**src/rtl/round_controller_if.sv**
```systemverilog
// Round controller bus: game inputs from the environment and the
// timer, word-ROM and status outputs back from the controller.
interface round_controller_if;
  logic       start_i;
  logic       abort_i;
  logic       answer_valid_i;
  logic       answer_correct_i;
  logic       timeout_i;
  logic       timer_enable_o;
  logic       timer_reconfig_o;
  logic       word_next_o;
  logic [3:0] score_o;
  logic [1:0] lives_o;
  logic [3:0] round_o;
  logic       game_over_o;
  logic       win_o;
  logic [2:0] state_o;

  // environment side: drives game events, observes controller outputs
  modport master (
    output start_i, abort_i, answer_valid_i, answer_correct_i, timeout_i,
    input  timer_enable_o, timer_reconfig_o, word_next_o, score_o, lives_o,
           round_o, game_over_o, win_o, state_o
  );

  // controller side
  modport slave (
    input  start_i, abort_i, answer_valid_i, answer_correct_i, timeout_i,
    output timer_enable_o, timer_reconfig_o, word_next_o, score_o, lives_o,
           round_o, game_over_o, win_o, state_o
  );
endinterface

```
**src/rtl/round_controller.sv**
```systemverilog
// Word-game round sequencer: loads a word, runs the countdown timer,
// scores the answer or timeout, and ends the game on lives or rounds.
//
// state | meaning
// IDLE  | waiting for start, timer stopped
// LOAD  | one cycle: reload timer, advance word address
// PLAY  | timer running, waiting for answer or timeout
// NEXT  | one cycle: count the round, decide DONE or LOAD
// DONE  | game over, results held until the next start
module round_controller #(
  parameter int unsigned MAX_ROUNDS = 10,
  parameter int unsigned LIVES      = 3
) (
  input logic              clk,
  input logic              rst,
  round_controller_if.slave bus
);

  localparam logic [2:0] S_IDLE = 3'd0;
  localparam logic [2:0] S_LOAD = 3'd1;
  localparam logic [2:0] S_PLAY = 3'd2;
  localparam logic [2:0] S_NEXT = 3'd3;
  localparam logic [2:0] S_DONE = 3'd4;

  localparam logic [1:0] LIVES_INIT = 2'(LIVES);
  localparam logic [3:0] ROUND_LAST = 4'(MAX_ROUNDS);

  logic [2:0] state_q, state_d;
  logic [3:0] score_q, score_d;
  logic [1:0] lives_q, lives_d;
  logic [3:0] round_q, round_d;
  logic       win_q, win_d;
  logic       timer_enable_q, timer_reconfig_q, word_next_q, game_over_q;

  logic [3:0] score_inc;
  logic [1:0] lives_dec;
  logic [3:0] round_inc;

  // saturating score, non-underflowing lives
  assign score_inc = (score_q == 4'd15) ? score_q : score_q + 4'd1;
  assign lives_dec = (lives_q == 2'd0) ? lives_q : lives_q - 2'd1;
  assign round_inc = round_q + 4'd1;

  // next-state and counter updates; abort beats every other event
  always_comb begin
    state_d = state_q;
    score_d = score_q;
    lives_d = lives_q;
    round_d = round_q;
    win_d   = win_q;
    case (state_q)
      S_IDLE: begin
        if (bus.start_i) begin
          state_d = S_LOAD;
          score_d = 4'd0;
          round_d = 4'd0;
          lives_d = LIVES_INIT;
        end
      end
      S_LOAD: begin
        state_d = bus.abort_i ? S_IDLE : S_PLAY;
      end
      S_PLAY: begin
        if (bus.abort_i) begin
          state_d = S_IDLE;
        end else if (bus.answer_valid_i) begin
          if (bus.answer_correct_i) score_d = score_inc;
          else                      lives_d = lives_dec;
          state_d = S_NEXT;
        end else if (bus.timeout_i) begin
          lives_d = lives_dec;
          state_d = S_NEXT;
        end
      end
      S_NEXT: begin
        if (bus.abort_i) begin
          state_d = S_IDLE;
        end else begin
          round_d = round_inc;
          if (lives_q == 2'd0) begin
            state_d = S_DONE;
            win_d   = 1'b0;
          end else if (round_inc == ROUND_LAST) begin
            state_d = S_DONE;
            win_d   = 1'b1;
          end else begin
            state_d = S_LOAD;
          end
        end
      end
      S_DONE: begin
        if (bus.start_i) begin
          state_d = S_LOAD;
          score_d = 4'd0;
          round_d = 4'd0;
          lives_d = LIVES_INIT;
          win_d   = 1'b0;
        end
      end
      default: begin
        state_d = S_IDLE;
        win_d   = 1'b0;
      end
    endcase
  end

  // state, counters and registered outputs; outputs decode the next state
  // so they line up with the state register after the edge
  always_ff @(posedge clk) begin
    if (rst) begin
      state_q          <= S_IDLE;
      score_q          <= 4'd0;
      lives_q          <= LIVES_INIT;
      round_q          <= 4'd0;
      win_q            <= 1'b0;
      timer_enable_q   <= 1'b0;
      timer_reconfig_q <= 1'b0;
      word_next_q      <= 1'b0;
      game_over_q      <= 1'b0;
    end else begin
      state_q          <= state_d;
      score_q          <= score_d;
      lives_q          <= lives_d;
      round_q          <= round_d;
      win_q            <= win_d;
      timer_enable_q   <= (state_d == S_PLAY);
      timer_reconfig_q <= (state_d == S_LOAD);
      word_next_q      <= (state_d == S_LOAD);
      game_over_q      <= (state_d == S_DONE);
    end
  end

  assign bus.state_o          = state_q;
  assign bus.score_o          = score_q;
  assign bus.lives_o          = lives_q;
  assign bus.round_o          = round_q;
  assign bus.win_o            = win_q;
  assign bus.timer_enable_o   = timer_enable_q;
  assign bus.timer_reconfig_o = timer_reconfig_q;
  assign bus.word_next_o      = word_next_q;
  assign bus.game_over_o      = game_over_q;

endmodule
```
**src/flat_wrapper.sv**
```systemverilog
// flat-port wrapper written by rule: the top's interface ports become plain ports
module round_controller_flat 
#(
  parameter int unsigned MAX_ROUNDS = 10,
  parameter int unsigned LIVES      = 3
)
  (clk, rst, bus_start_i, bus_abort_i, bus_answer_valid_i, bus_answer_correct_i, bus_timeout_i, bus_timer_enable_o, bus_timer_reconfig_o, bus_word_next_o, bus_score_o, bus_lives_o, bus_round_o, bus_game_over_o, bus_win_o, bus_state_o);
  round_controller_if bus_i ();
  input logic clk;
  input logic rst;
  input wire logic [$bits(bus_i.start_i)-1:0] bus_start_i;
  input wire logic [$bits(bus_i.abort_i)-1:0] bus_abort_i;
  input wire logic [$bits(bus_i.answer_valid_i)-1:0] bus_answer_valid_i;
  input wire logic [$bits(bus_i.answer_correct_i)-1:0] bus_answer_correct_i;
  input wire logic [$bits(bus_i.timeout_i)-1:0] bus_timeout_i;
  output wire logic [$bits(bus_i.timer_enable_o)-1:0] bus_timer_enable_o;
  output wire logic [$bits(bus_i.timer_reconfig_o)-1:0] bus_timer_reconfig_o;
  output wire logic [$bits(bus_i.word_next_o)-1:0] bus_word_next_o;
  output wire logic [$bits(bus_i.score_o)-1:0] bus_score_o;
  output wire logic [$bits(bus_i.lives_o)-1:0] bus_lives_o;
  output wire logic [$bits(bus_i.round_o)-1:0] bus_round_o;
  output wire logic [$bits(bus_i.game_over_o)-1:0] bus_game_over_o;
  output wire logic [$bits(bus_i.win_o)-1:0] bus_win_o;
  output wire logic [$bits(bus_i.state_o)-1:0] bus_state_o;
  assign bus_i.start_i = bus_start_i;
  assign bus_i.abort_i = bus_abort_i;
  assign bus_i.answer_valid_i = bus_answer_valid_i;
  assign bus_i.answer_correct_i = bus_answer_correct_i;
  assign bus_i.timeout_i = bus_timeout_i;
  assign bus_timer_enable_o = bus_i.timer_enable_o;
  assign bus_timer_reconfig_o = bus_i.timer_reconfig_o;
  assign bus_word_next_o = bus_i.word_next_o;
  assign bus_score_o = bus_i.score_o;
  assign bus_lives_o = bus_i.lives_o;
  assign bus_round_o = bus_i.round_o;
  assign bus_game_over_o = bus_i.game_over_o;
  assign bus_win_o = bus_i.win_o;
  assign bus_state_o = bus_i.state_o;
  round_controller #(.MAX_ROUNDS(MAX_ROUNDS), .LIVES(LIVES)) u_core (.clk(clk), .rst(rst), .bus(bus_i));
endmodule
```
**config.mk**
```make
export PLATFORM = sky130hd
export DESIGN_NAME = round_controller_flat
export DESIGN_NICKNAME = d
export VERILOG_FILES = /design/src/rtl/round_controller_if.sv /design/src/rtl/round_controller.sv /design/src/flat_wrapper.sv
export SDC_FILE = /design/constraint.sdc
export NUM_CORES = 1
export LEC_CHECK = 0
export BUFFER_PORTS_ARGS = -buffer_cell sky130_fd_sc_hd__buf_4
export CAP_MARGIN = 15
export CELL_PAD_IN_SITES_DETAIL_PLACEMENT = 0
export CELL_PAD_IN_SITES_GLOBAL_PLACEMENT = 1
export CORE_ASPECT_RATIO = 0.9
export CORE_MARGIN = 2
export CORE_UTILIZATION = 35
export CTS_CLUSTER_DIAMETER = 200
export DETAILED_ROUTE_END_ITERATION = 10
export GPL_ROUTABILITY_DRIVEN = 0
export PLACE_DENSITY = 0.83
export SYNTH_ARGS = -nofsm -noshare
export SYNTH_HDL_FRONTEND = slang
export SYNTH_SLANG_ARGS = --single-unit
```
**constraint.sdc**
```tcl
create_clock -name clk -period 2.9 [get_ports clk]
set_input_delay 0.29 -clock clk [delete_from_list [all_inputs] [get_ports clk]]
set_output_delay 0.29 -clock clk [all_outputs]
set_load 0.01 [all_outputs]
```
==> impl_metrics.ini <==
[setup_path]
crit_slowest_cell = dfxtp_1
cp_data_required_time_ps = 3100
path_class = reg -> reg
max_stage_delay_ps = 520
critPathLaunchType = register
r2r_setup_slack_ps = 1150
crit_chain = or3b_1 -> or3_4 -> mux2i_1 -> nor2_1
cp-end-kind = register
arrival_ps = 1950
cp_max_fo = 10

[timing]
setup_violations = 0
period_needed_ps = 1748
finalHoldViolations = 0
final.setup.tns_ps = 0
drv_slew = 0
max_freq_mhz = 572.1
rsz0062_at_grt = no
period_share_pct = 60.27
tightest_slew_ps = 481.2
max_slew_margin_pct = 67.85
fin_skew_ps = 21.76

[die]
rows = 17
core-area_um2 = 2467
fp.dieW_um = 57.70
initial_utilization_pct = 36.82
fp.dieH_um = 52.33
die-area_um2 = 3019
ios = 25

[route]
firstDrtPassIters = 4
antenna_left = 0
wl_per_cell_um = 12.21
dr.first_iter.drc_count = 12
drt_wl_total_mm = 1.929
post_drt_via_cell_ratio = 5.399
vias = 853
drc = 0

[power]
ir_drop_mv = 0.2969
switching_share_pct = 26.85
power.switching_uw = 113.4
p_leak_uw = 0.0004904
p_total_uw = 422.2
comb_power_share_pct = 9.6
clockPowerShare_pct = 33.0
p_per_area_nw_per_um2 = 376.2
pwr-share-seq_pct = 57.4
p_int_uw = 308.8

[worst_hold_path]
hold_class = in -> reg

[final_layout]
seq_area_um2 = 340.3
area_growth_pct = 23.55
fill_cells = 249
nets = 142
drive_gt1_share_pct = 24.62
multi_input_comb_area_um2 = 510.5
stdcell_area_um2 = 1122
diodes = 0

[synth]
syn_area_um2 = 908.4
synth-edff-count = 0
synth_warnings = 0
synthArstFlopShare_pct = 0
ys_ff_latch = 17
synthCells = 108
synthFlopType = dfxtp_1
ys_seq_area_share_pct = 37.47
avgSynthCellArea_um2 = 8.411
synth_cell_types = 37
synth_nets = 119

[cts]
clock_latency_ps = 310
numCtsBuffers = 3
numClockSinks = 17
clkTransAtPathRegs_ps = 130
htreeDepth = 1
cts_root_buf = clkbuf_4
cts_resized = 0
cts_hold_buf = 0
cts_tree = yes
postCtsSetupBuffers = 0
clock_path_buffers = 2

[placed_design]
place_area_um2 = 1092
dpl.hpwl_mm = 1.461
port-buffer-count = 24

[grt]
antenna_found_initial = 0
grt_pass1_wl_mm = 3.353
grt_pass1_vias = 769
overflow = 0
grt_max_degree = 15
grt.total_usage_pct = 14.67

[run]
maxCapViolCount = 0

[status]
status = finished clean
cells in the mapped netlist (all sizes together), types with 2 or more instances:
cell type / count / area share [%]
a211oi: 3 / 2.5
a21oi: 10 / 5.5
a32o: 2 / 2.2
and3: 2 / 1.4
buf: 3 / 2.2
clkbuf: 3 / 1.2
dfxtp: 17 / 37
ha: 4 / 5.5
inv: 7 / 2.9
nand2: 2 / 0.83
nand3: 3 / 1.7
nand3b: 2 / 1.7
nor2: 15 / 6.2
nor2b: 2 / 1.4
nor3: 4 / 2.2
nor4: 2 / 1.4
o21ai: 6 / 3.3
or3: 2 / 1.9
xnor2: 3 / 2.9
routing by layer:
layer	wire length (um)	up-vias	track usage, %	part of all wire, %
met5	0	-	0	0
met4	9	0	4.651	0.47
met3	116	2	5.432	6.0
met2	884	20	24.24	46
met1	920	396	17.67	48
li1	-	435	-	-
cells by family after synthesis:
logic type      synth area share (%)
simple gates                   27.13
compound gates                 18.60
flops                          37.47
buf+inv                        6.336
xor+xnor                       3.857
fa+ha+maj                      5.510
mux                            1.102
flip-flops by register name, indices dropped and copies added (netlist names):
| name | count |
|---|---|
| u_core.bus.game_over_o | 1 |
| u_core.bus.lives_o | 2 |
| u_core.bus.round_o | 4 |
| u_core.bus.score_o | 4 |
| u_core.bus.state_o | 3 |
| u_core.bus.timer_enable_o | 1 |
| u_core.bus.timer_reconfig_o | 1 |
| u_core.bus.win_o | 1 |
final timing paths:
| check | from | endpoint | cells after the start |
|---|---|---|---|
| max | u_core.bus.state_o[1] | u_core.bus.score_o[1] | 4 |
| min | bus_abort_i | u_core.bus.state_o[1] | 2 |
| max reg2reg | u_core.bus.state_o[1] | u_core.bus.score_o[1] | 4 |
| min reg2reg | u_core.bus.lives_o[0] | u_core.bus.lives_o[0] | 1 |
power by group through the flow:
stage | Sequential (uW) | Combinational [uW] | Clock [uW]
global placement | 247 | 40.5 | 0
floorplan | 246 | 24.9 | 0
finish | 242 | 40.3 | 139
CTS | 242 | 40.6 | 142
detailed placement | 248 | 40.4 | 0
global route | 243 | 44.7 | 156
cell usage in the layout, fill, tap and decap left out, drive strengths merged:
cell type  count
a211oi         3
a21o           1
a21oi         10
a31oi          1
a32o           2
and2           1
and3           2
and4b          1
and4bb         1
buf           24
clkbuf         3
clkinvlp       1
dfxtp         17
ha             4
inv            7
mux2i          1
nand2          2
nand3          3
nand3b         2
nand4bb        1
nor2          15
nor2b          2
nor3           4
nor3b          1
nor4           2
nor4b          1
o21a           1
o21ai          6
o31ai          1
o32ai          1
o41ai          1
or2            1
or3            2
or3b           1
xnor2          3
xor2           1
cell type report:
class	instances	area share (%)
inverters	7	2.341
well taps	28	3.122
multi-input cells	78	45.48
clock buffers	3	2.007
flip-flops and latches	17	30.32
clock inverters	1	0.6689
repair buffers	24	16.05
worst max-delay path: cells and delay by family, from the launching register on:
| kind | cells | cell delay (ps) |
|---|---|---|
| and+or+nand+nor | 3 | 960 |
| muxes | 1 | 150 |
| DFF | 1 | 520 |
metrics by stage:
stage | hold WS (ps) | cells | setup WS, ps | util [%]
after floorplan | 374.0 | 108 | 1213 | -
after global placement | 465.3 | 154 | 1233 | 44.27
after detailed placement | 476.2 | 154 | 1205 | 44.27
after CTS | 156.9 | 158 | 1164 | 45.49
after global routing | 146.8 | 158 | 1054 | 45.49
final | 162.7 | 158 | 1152 | 45.49
Note: power is estimated with default switching activity, not from simulation.
